<file path="src/rtl/cm_frame_seq_if.sv">
// Bundle between the frame sequencer and the 3x3 filter datapath / BRAMs.
// The sequencer takes the master side; the datapath and memories take the slave side.
interface cm_frame_seq_if #(
   parameter int ADDR_W = 12
);
   logic              start;
   logic              ena;
   logic [ADDR_W-1:0] addra;
   logic              tap_valid;
   logic              tap_first;
   logic [2:0]        sel;
   logic              enb;
   logic              wea1;
   logic [ADDR_W-1:0] addrb;
   logic              busy;
   logic              complete;

   modport master (
      input  start,
      output ena, addra, tap_valid, tap_first, sel,
      output enb, wea1, addrb, busy, complete
   );

   modport slave (
      output start,
      input  ena, addra, tap_valid, tap_first, sel,
      input  enb, wea1, addrb, busy, complete
   );
endinterface

</file>
<file path="src/rtl/cm_frame_seq.sv">
// Frame sequencer for the 3x3 neighbourhood filter.
// Walks every interior pixel in raster order. For each pixel it reads the
// 8 neighbours, waits for the BRAM read latency, then writes one result.
// Every output is a flop, so start has no combinational path to any output.
module cm_frame_seq #(
   parameter int IMG_W  = 64,
   parameter int IMG_H  = 64,
   parameter int ADDR_W = 12,
   parameter int RD_LAT = 2
) (
   input  logic           clk,
   input  logic           rst_n,
   cm_frame_seq_if.master bus
);

   typedef enum logic [2:0] {IDLE, READ, DRAIN, WRITE, DONE} state_t;

   localparam logic [ADDR_W-1:0] ONE     = ADDR_W'(1);
   localparam logic [ADDR_W-1:0] W       = ADDR_W'(IMG_W);
   localparam logic [ADDR_W-1:0] NEG_W   = ADDR_W'(0) - W;
   localparam logic [ADDR_W-1:0] NEG_ONE = ADDR_W'(0) - ONE;
   localparam logic [ADDR_W-1:0] XMAX    = ADDR_W'(IMG_W - 2);
   localparam logic [ADDR_W-1:0] YMAX    = ADDR_W'(IMG_H - 2);
   localparam logic [2:0]        DRAIN_LAST = 3'(RD_LAT - 1);

   // Neighbour offsets from the centre pixel, in tap order (row above, same row, row below).
   localparam logic [ADDR_W-1:0] OFF [8] = '{
      NEG_W - ONE, NEG_W, NEG_W + ONE,
      NEG_ONE,            ONE,
      W - ONE,     W,     W + ONE
   };

   state_t            state, stateNext;
   logic [2:0]        tap, tapNext;
   logic [2:0]        drainCnt, drainCntNext;
   logic [ADDR_W-1:0] x, xNext;
   logic [ADDR_W-1:0] y, yNext;
   logic [ADDR_W-1:0] rowBase, rowBaseNext;

   logic              enaNext, enbNext, busyNext, completeNext;
   logic [ADDR_W-1:0] addraNext, addrbNext;

   logic              enaReg, enbReg, wea1Reg, busyReg, completeReg;
   logic [ADDR_W-1:0] addraReg, addrbReg;
   logic              tapValidReg, tapFirstReg;
   logic [2:0]        selReg;

   logic [RD_LAT-1:0] vPipe;
   logic [2:0]        tPipe [RD_LAT];

   // Next-state logic: walks taps, drain cycles and the pixel raster; the row
   // base is advanced by IMG_W per row so no multiplier is needed.
   always_comb begin
      stateNext    = state;
      tapNext      = tap;
      drainCntNext = drainCnt;
      xNext        = x;
      yNext        = y;
      rowBaseNext  = rowBase;
      case (state)
         IDLE, DONE: begin
            if (bus.start) begin
               stateNext   = READ;
               tapNext     = '0;
               xNext       = ONE;
               yNext       = ONE;
               rowBaseNext = W;
            end
         end
         READ: begin
            if (tap == 3'd7) begin
               stateNext    = DRAIN;
               drainCntNext = '0;
            end else begin
               tapNext = tap + 3'd1;
            end
         end
         DRAIN: begin
            if (drainCnt == DRAIN_LAST) begin
               stateNext = WRITE;
            end else begin
               drainCntNext = drainCnt + 3'd1;
            end
         end
         WRITE: begin
            tapNext = '0;
            if (x < XMAX) begin
               xNext     = x + ONE;
               stateNext = READ;
            end else begin
               xNext = ONE;
               if (y < YMAX) begin
                  yNext       = y + ONE;
                  rowBaseNext = rowBase + W;
                  stateNext   = READ;
               end else begin
                  stateNext = DONE;
               end
            end
         end
         default: stateNext = IDLE;
      endcase
   end

   // Output values for the coming cycle, derived from the next state so they can be registered.
   always_comb begin
      enaNext      = (stateNext == READ);
      addraNext    = rowBaseNext + xNext + OFF[tapNext];
      enbNext      = (stateNext == WRITE);
      addrbNext    = enbNext ? (rowBaseNext + xNext) : addrbReg;
      busyNext     = (stateNext == READ) || (stateNext == DRAIN) || (stateNext == WRITE);
      completeNext = (stateNext == DONE);
   end

   // State, raster position and registered control outputs.
   always_ff @(posedge clk or negedge rst_n) begin
      if (!rst_n) begin
         state       <= IDLE;
         tap         <= '0;
         drainCnt    <= '0;
         x           <= ONE;
         y           <= ONE;
         rowBase     <= W;
         enaReg      <= 1'b0;
         addraReg    <= '0;
         enbReg      <= 1'b0;
         wea1Reg     <= 1'b0;
         addrbReg    <= '0;
         busyReg     <= 1'b0;
         completeReg <= 1'b0;
      end else begin
         state       <= stateNext;
         tap         <= tapNext;
         drainCnt    <= drainCntNext;
         x           <= xNext;
         y           <= yNext;
         rowBase     <= rowBaseNext;
         enaReg      <= enaNext;
         addraReg    <= addraNext;
         enbReg      <= enbNext;
         wea1Reg     <= enbNext;
         addrbReg    <= addrbNext;
         busyReg     <= busyNext;
         completeReg <= completeNext;
      end
   end

   // Delays "read issued" and its tap index by RD_LAT so tap_valid/sel line up with BRAM data.
   always_ff @(posedge clk or negedge rst_n) begin
      if (!rst_n) begin
         vPipe       <= '0;
         for (int i = 0; i < RD_LAT; i++) tPipe[i] <= '0;
         tapValidReg <= 1'b0;
         tapFirstReg <= 1'b0;
         selReg      <= '0;
      end else begin
         vPipe[0] <= enaNext;
         tPipe[0] <= tapNext;
         for (int i = 1; i < RD_LAT; i++) begin
            vPipe[i] <= vPipe[i-1];
            tPipe[i] <= tPipe[i-1];
         end
         tapValidReg <= vPipe[RD_LAT-1];
         tapFirstReg <= vPipe[RD_LAT-1] && (tPipe[RD_LAT-1] == 3'd0);
         if (vPipe[RD_LAT-1]) selReg <= tPipe[RD_LAT-1];
      end
   end

   assign bus.ena       = enaReg;
   assign bus.addra     = addraReg;
   assign bus.tap_valid = tapValidReg;
   assign bus.tap_first = tapFirstReg;
   assign bus.sel       = selReg;
   assign bus.enb       = enbReg;
   assign bus.wea1      = wea1Reg;
   assign bus.addrb     = addrbReg;
   assign bus.busy      = busyReg;
   assign bus.complete  = completeReg;

endmodule

</file>
<file path="src/flat_wrapper.sv">
// flat-port wrapper written by rule: the top's interface ports become plain ports
module cm_frame_seq_flat 
#(
   parameter int IMG_W  = 64,
   parameter int IMG_H  = 64,
   parameter int ADDR_W = 12,
   parameter int RD_LAT = 2
)
  (clk, rst_n, bus_start, bus_ena, bus_addra, bus_tap_valid, bus_tap_first, bus_sel, bus_enb, bus_wea1, bus_addrb, bus_busy, bus_complete);
  cm_frame_seq_if #(.ADDR_W(ADDR_W)) bus_i ();
  input  logic clk;
  input  logic rst_n;
  input wire logic [$bits(bus_i.start)-1:0] bus_start;
  output wire logic [$bits(bus_i.ena)-1:0] bus_ena;
  output wire logic [$bits(bus_i.addra)-1:0] bus_addra;
  output wire logic [$bits(bus_i.tap_valid)-1:0] bus_tap_valid;
  output wire logic [$bits(bus_i.tap_first)-1:0] bus_tap_first;
  output wire logic [$bits(bus_i.sel)-1:0] bus_sel;
  output wire logic [$bits(bus_i.enb)-1:0] bus_enb;
  output wire logic [$bits(bus_i.wea1)-1:0] bus_wea1;
  output wire logic [$bits(bus_i.addrb)-1:0] bus_addrb;
  output wire logic [$bits(bus_i.busy)-1:0] bus_busy;
  output wire logic [$bits(bus_i.complete)-1:0] bus_complete;
  assign bus_i.start = bus_start;
  assign bus_ena = bus_i.ena;
  assign bus_addra = bus_i.addra;
  assign bus_tap_valid = bus_i.tap_valid;
  assign bus_tap_first = bus_i.tap_first;
  assign bus_sel = bus_i.sel;
  assign bus_enb = bus_i.enb;
  assign bus_wea1 = bus_i.wea1;
  assign bus_addrb = bus_i.addrb;
  assign bus_busy = bus_i.busy;
  assign bus_complete = bus_i.complete;
  cm_frame_seq #(.IMG_W(IMG_W), .IMG_H(IMG_H), .ADDR_W(ADDR_W), .RD_LAT(RD_LAT)) u_core (.clk(clk), .rst_n(rst_n), .bus(bus_i));
endmodule
</file>
<file path="config.mk">
export PLATFORM = sky130hd
export DESIGN_NAME = cm_frame_seq_flat
export DESIGN_NICKNAME = d
export VERILOG_FILES = /design/src/rtl/cm_frame_seq_if.sv /design/src/rtl/cm_frame_seq.sv /design/src/flat_wrapper.sv
export SDC_FILE = /design/constraint.sdc
export NUM_CORES = 1
export LEC_CHECK = 0
export BUFFER_PORTS_ARGS = -buffer_cell sky130_fd_sc_hd__buf_2
export CAP_MARGIN = 15
export CORE_UTILIZATION = 35
export CTS_CLUSTER_DIAMETER = 30
export DETAILED_ROUTE_END_ITERATION = 10
export PLACE_DENSITY = 0.63
export SETUP_SLACK_MARGIN = 0.15
export SYNTH_ARGS = -nofsm -noshare
export SYNTH_HDL_FRONTEND = slang
export SYNTH_SLANG_ARGS = --single-unit
export TNS_END_PERCENT = 30
</file>
<file path="constraint.sdc">
create_clock -name clk -period 6.5 [get_ports clk]
set_input_delay 1.3 -clock clk [delete_from_list [all_inputs] [get_ports clk]]
set_output_delay 1.3 -clock clk [all_outputs]
set_load 0.02 [all_outputs]
</file>
==> impl_metrics.ini <==
[run_status]
status = complete, but fails checks
failed_checks = design-rule violations

[critical_path]
critPathKind = in -> reg
max_stage_delay_ns = 0.48
crit_chain = buf_2, nor3b_2, buf_4, a21oi_2, a22o_1, ha_1, a211oi_1, nor2_1, o41a_1, a21oi_1, xnor2_1, ha_1, a21o_1, a21oi_1, o21ai_1, o31ai_1, xnor2_1, xnor2_1
end_kind = flop
critPathMaxFanout = 23
r2r_cells = 18
crit_path_start_kind = input port
crit_cells = 18
crit_family = compound AO/OA/AOI/OAI gates
critPathArrivalTime_ns = 5.26
cp.required_ns = 6.76
cp_slowest_cell = a21oi_2
crit_top_cell = xnor2_1
crit_buf_inv = 2

[sta]
setup_viol = 0
max_slew_margin = 0.3217
worst_hold_slack_ns = 0.3706
skew_ns = 0.01081
hold_violations = 0
setup_ws_ns = 1.502
fmax_ghz = 0.2001
rsz0062_at_grt = false
drv_slew = 0
fin_crit_sh = 0.7690
fin_crit_ns = 4.998
worst_pin_slew_ns = 1.017
setup_tns_ns = 0

[pwr]
vdd_ir_drop_max_uv = 471.4
p_leak_nw = 2.351
finalPower_mw = 2.470
p_per_area_mw_per_mm2 = 508.3

[global_route]
grt_max_degree = 83
track_usage = 0.1457
grt_pass1_wl_um = 14370
antenna_found_initial = 0
grt_pass1_vias = 2981
grt_overflow_total = 0

[die]
design.die.area_mm2 = 0.01245
die_width_um = 111.6
rows = 39
start_util = 0.3635
coreArea_mm2 = 0.01156
fp.dieH_um = 111.6
boundaryPins = 37

[synthesis]
ys_ff_latch = 82
syn_inst = 405
synthesis.area_mm2 = 0.004204
synth_area_leaders = dfrtp_1 (47%), ha_1 (9.5%), o21ai_0 (3.8%)
synth_flop_cell = dfrtp_1
ys_seq_area_frac = 0.4890
synth-edff-count = 0
postSynth.asyncResetShare = 1.000
syn_avg_cell_area_um2 = 10.38
synth.net_count = 442
synth_top_area_share = 0.4702
yosysTopAreaCell = dfrtp_1
ys_warn_count = 0
synth_cell_type_count = 54

[clock_tree]
clkLatencyLatePin_ns = 0.34
htree_levels = 3
ctsHoldBuffers = 0
post-cts-setup-buffers = 0
clk_pin_slew_worst_paths_ns = 0.06
cts_made_buffers = 9
cts_max_path_buffers = 2
cts.repair.resized = 0
cts_root_buffer = clkbuf_16
cts_tree = built
cts.sinks = 82

[cells_and_area]
antenna_cells = 0
nets = 482
syn2layout_area_growth_pct = 15.60
layout-drive-gt1-share = 0.1644

[route]
drt_first_iter_violations = 165
ant_nets = 0
avgRoutedWirePerCell_um = 14.75
via_per_inst = 5.248
vias = 3112
drc = 5
wl_um = 8745
dr.pass1.iters = 11

[placed_design]
portBuffers = 36
dp_hpwl_um = 6305
preCtsSetupSlack_ns = 1.250
place_congestion = 0.8211

[min_path]
holdPathStages = 0
min_path_type = reg -> reg

[flow_run]
drv_cap = 0
==> stage by stage <==
| step | instance area [um^2] | utilization | std cells |
|---|---|---|---|
| 2_1_floorplan | 4204 | - | 405 |
| 3_3_place_gp | 4536 | 0.3922 | 577 |
| 3_5_place_dp | 4536 | 0.3922 | 577 |
| 4_1_cts | 4860 | 0.4202 | 593 |
| 5_1_grt | 4860 | 0.4202 | 593 |
| 6_report | 4860 | 0.4202 | 593 |
==> layer usage <==
layer	track usage	wire (um)
met5	0	0
met4	0.04324	87
met3	0.03865	388
met2	0.2279	3983
met1	0.1983	4285
==> power breakdown <==
part | internal, mW | switching (mW) | leakage (nW)
clock network | 0.340 | 0.214 | 0.157
registers | 0.664 | 0.0863 | 1.03
logic | 0.472 | 0.694 | 1.16
total | 1.48 | 0.995 | 2.35
==> layout by cell type, fill, tap and decap left out, types with 8 or more instances in the layout <==
cell type	synthesis	routed
nand2_1	42	42
nor2_1	28	28
clkbuf_16	0	9
dfrtp_1	79	79
xnor2_1	15	15
mux2_2	8	8
inv_1	15	15
xor2_1	8	8
and2_1	8	8
o21ai_0	32	32
buf_2	3	35
ha_1	32	32
nand3_1	10	10
nor2b_1	13	13
a21oi_1	18	18
==> registers in the layout, indices dropped and copies added, names as in the netlist <==
name                  flops
u_core.bus.addra         12
u_core.bus.addrb         12
u_core.rowBase           12
u_core.x                 12
u_core.y                 12
u_core.bus.sel            3
u_core.drainCnt           3
u_core.state              3
u_core.tPipe              3
u_core.tap                3
u_core.vPipe              2
u_core.bus.busy           1
u_core.bus.complete       1
u_core.bus.enb            1
u_core.bus.tap_first      1
u_core.bus.tap_valid      1
==> layout make-up <==
type / instances / area (um^2)
Clock buffer: 9 / 225.2
Clock inverter: 7 / 98.84
Fill cell: 1103 / 6705
Inverter: 16 / 60.06
Multi-Input combinational cell: 298 / 2043
Sequential cell: 82 / 2056
Tap cell: 143 / 178.9
Timing Repair Buffer: 38 / 197.7
==> synthesized netlist by cell type, drive strengths merged, types with 6 or more instances <==
cell / count
nand4: 6
inv: 16
nor2b: 13
ha: 32
nor2: 28
and2: 8
xor2: 8
a31oi: 6
nand2: 43
dfrtp: 79
o21ai: 35
nor3: 7
mux2: 8
nand3: 10
xnor2: 15
a21oi: 20
==> final timing paths <==
kind / start / endpoint / slack [ns]
worst max-delay path: bus_start / u_core.bus.addra[11] / 1.50
worst min-delay path: u_core.vPipe[0] / u_core.vPipe[1] / 0.37
worst max register to register: u_core.state[0] / u_core.bus.addra[11] / 1.66
worst min register to register: u_core.vPipe[0] / u_core.vPipe[1] / 0.37
max in group asynchronous: rst_n / u_core.y[2] / 4.72
min in group asynchronous: rst_n / u_core.bus.sel[0] / 1.14
==> kinds of logic (layout without fill, tap and decap cells) <==
logic type                 after synthesis  in the layout  share of synthesized area
AOI/OAI and AO/OA                       91             91                     0.1342
adders and majority gates               34             34                     0.1048
xor gates and xnor gates                23             23                    0.04792
buffers and inverters                   25             70                    0.02500
DFF                                     82             82                     0.4890
and+or+nand+nor                        139            139                     0.1705
muxes                                   11             11                    0.02857
Note: power is estimated with default switching activity, not from simulation.
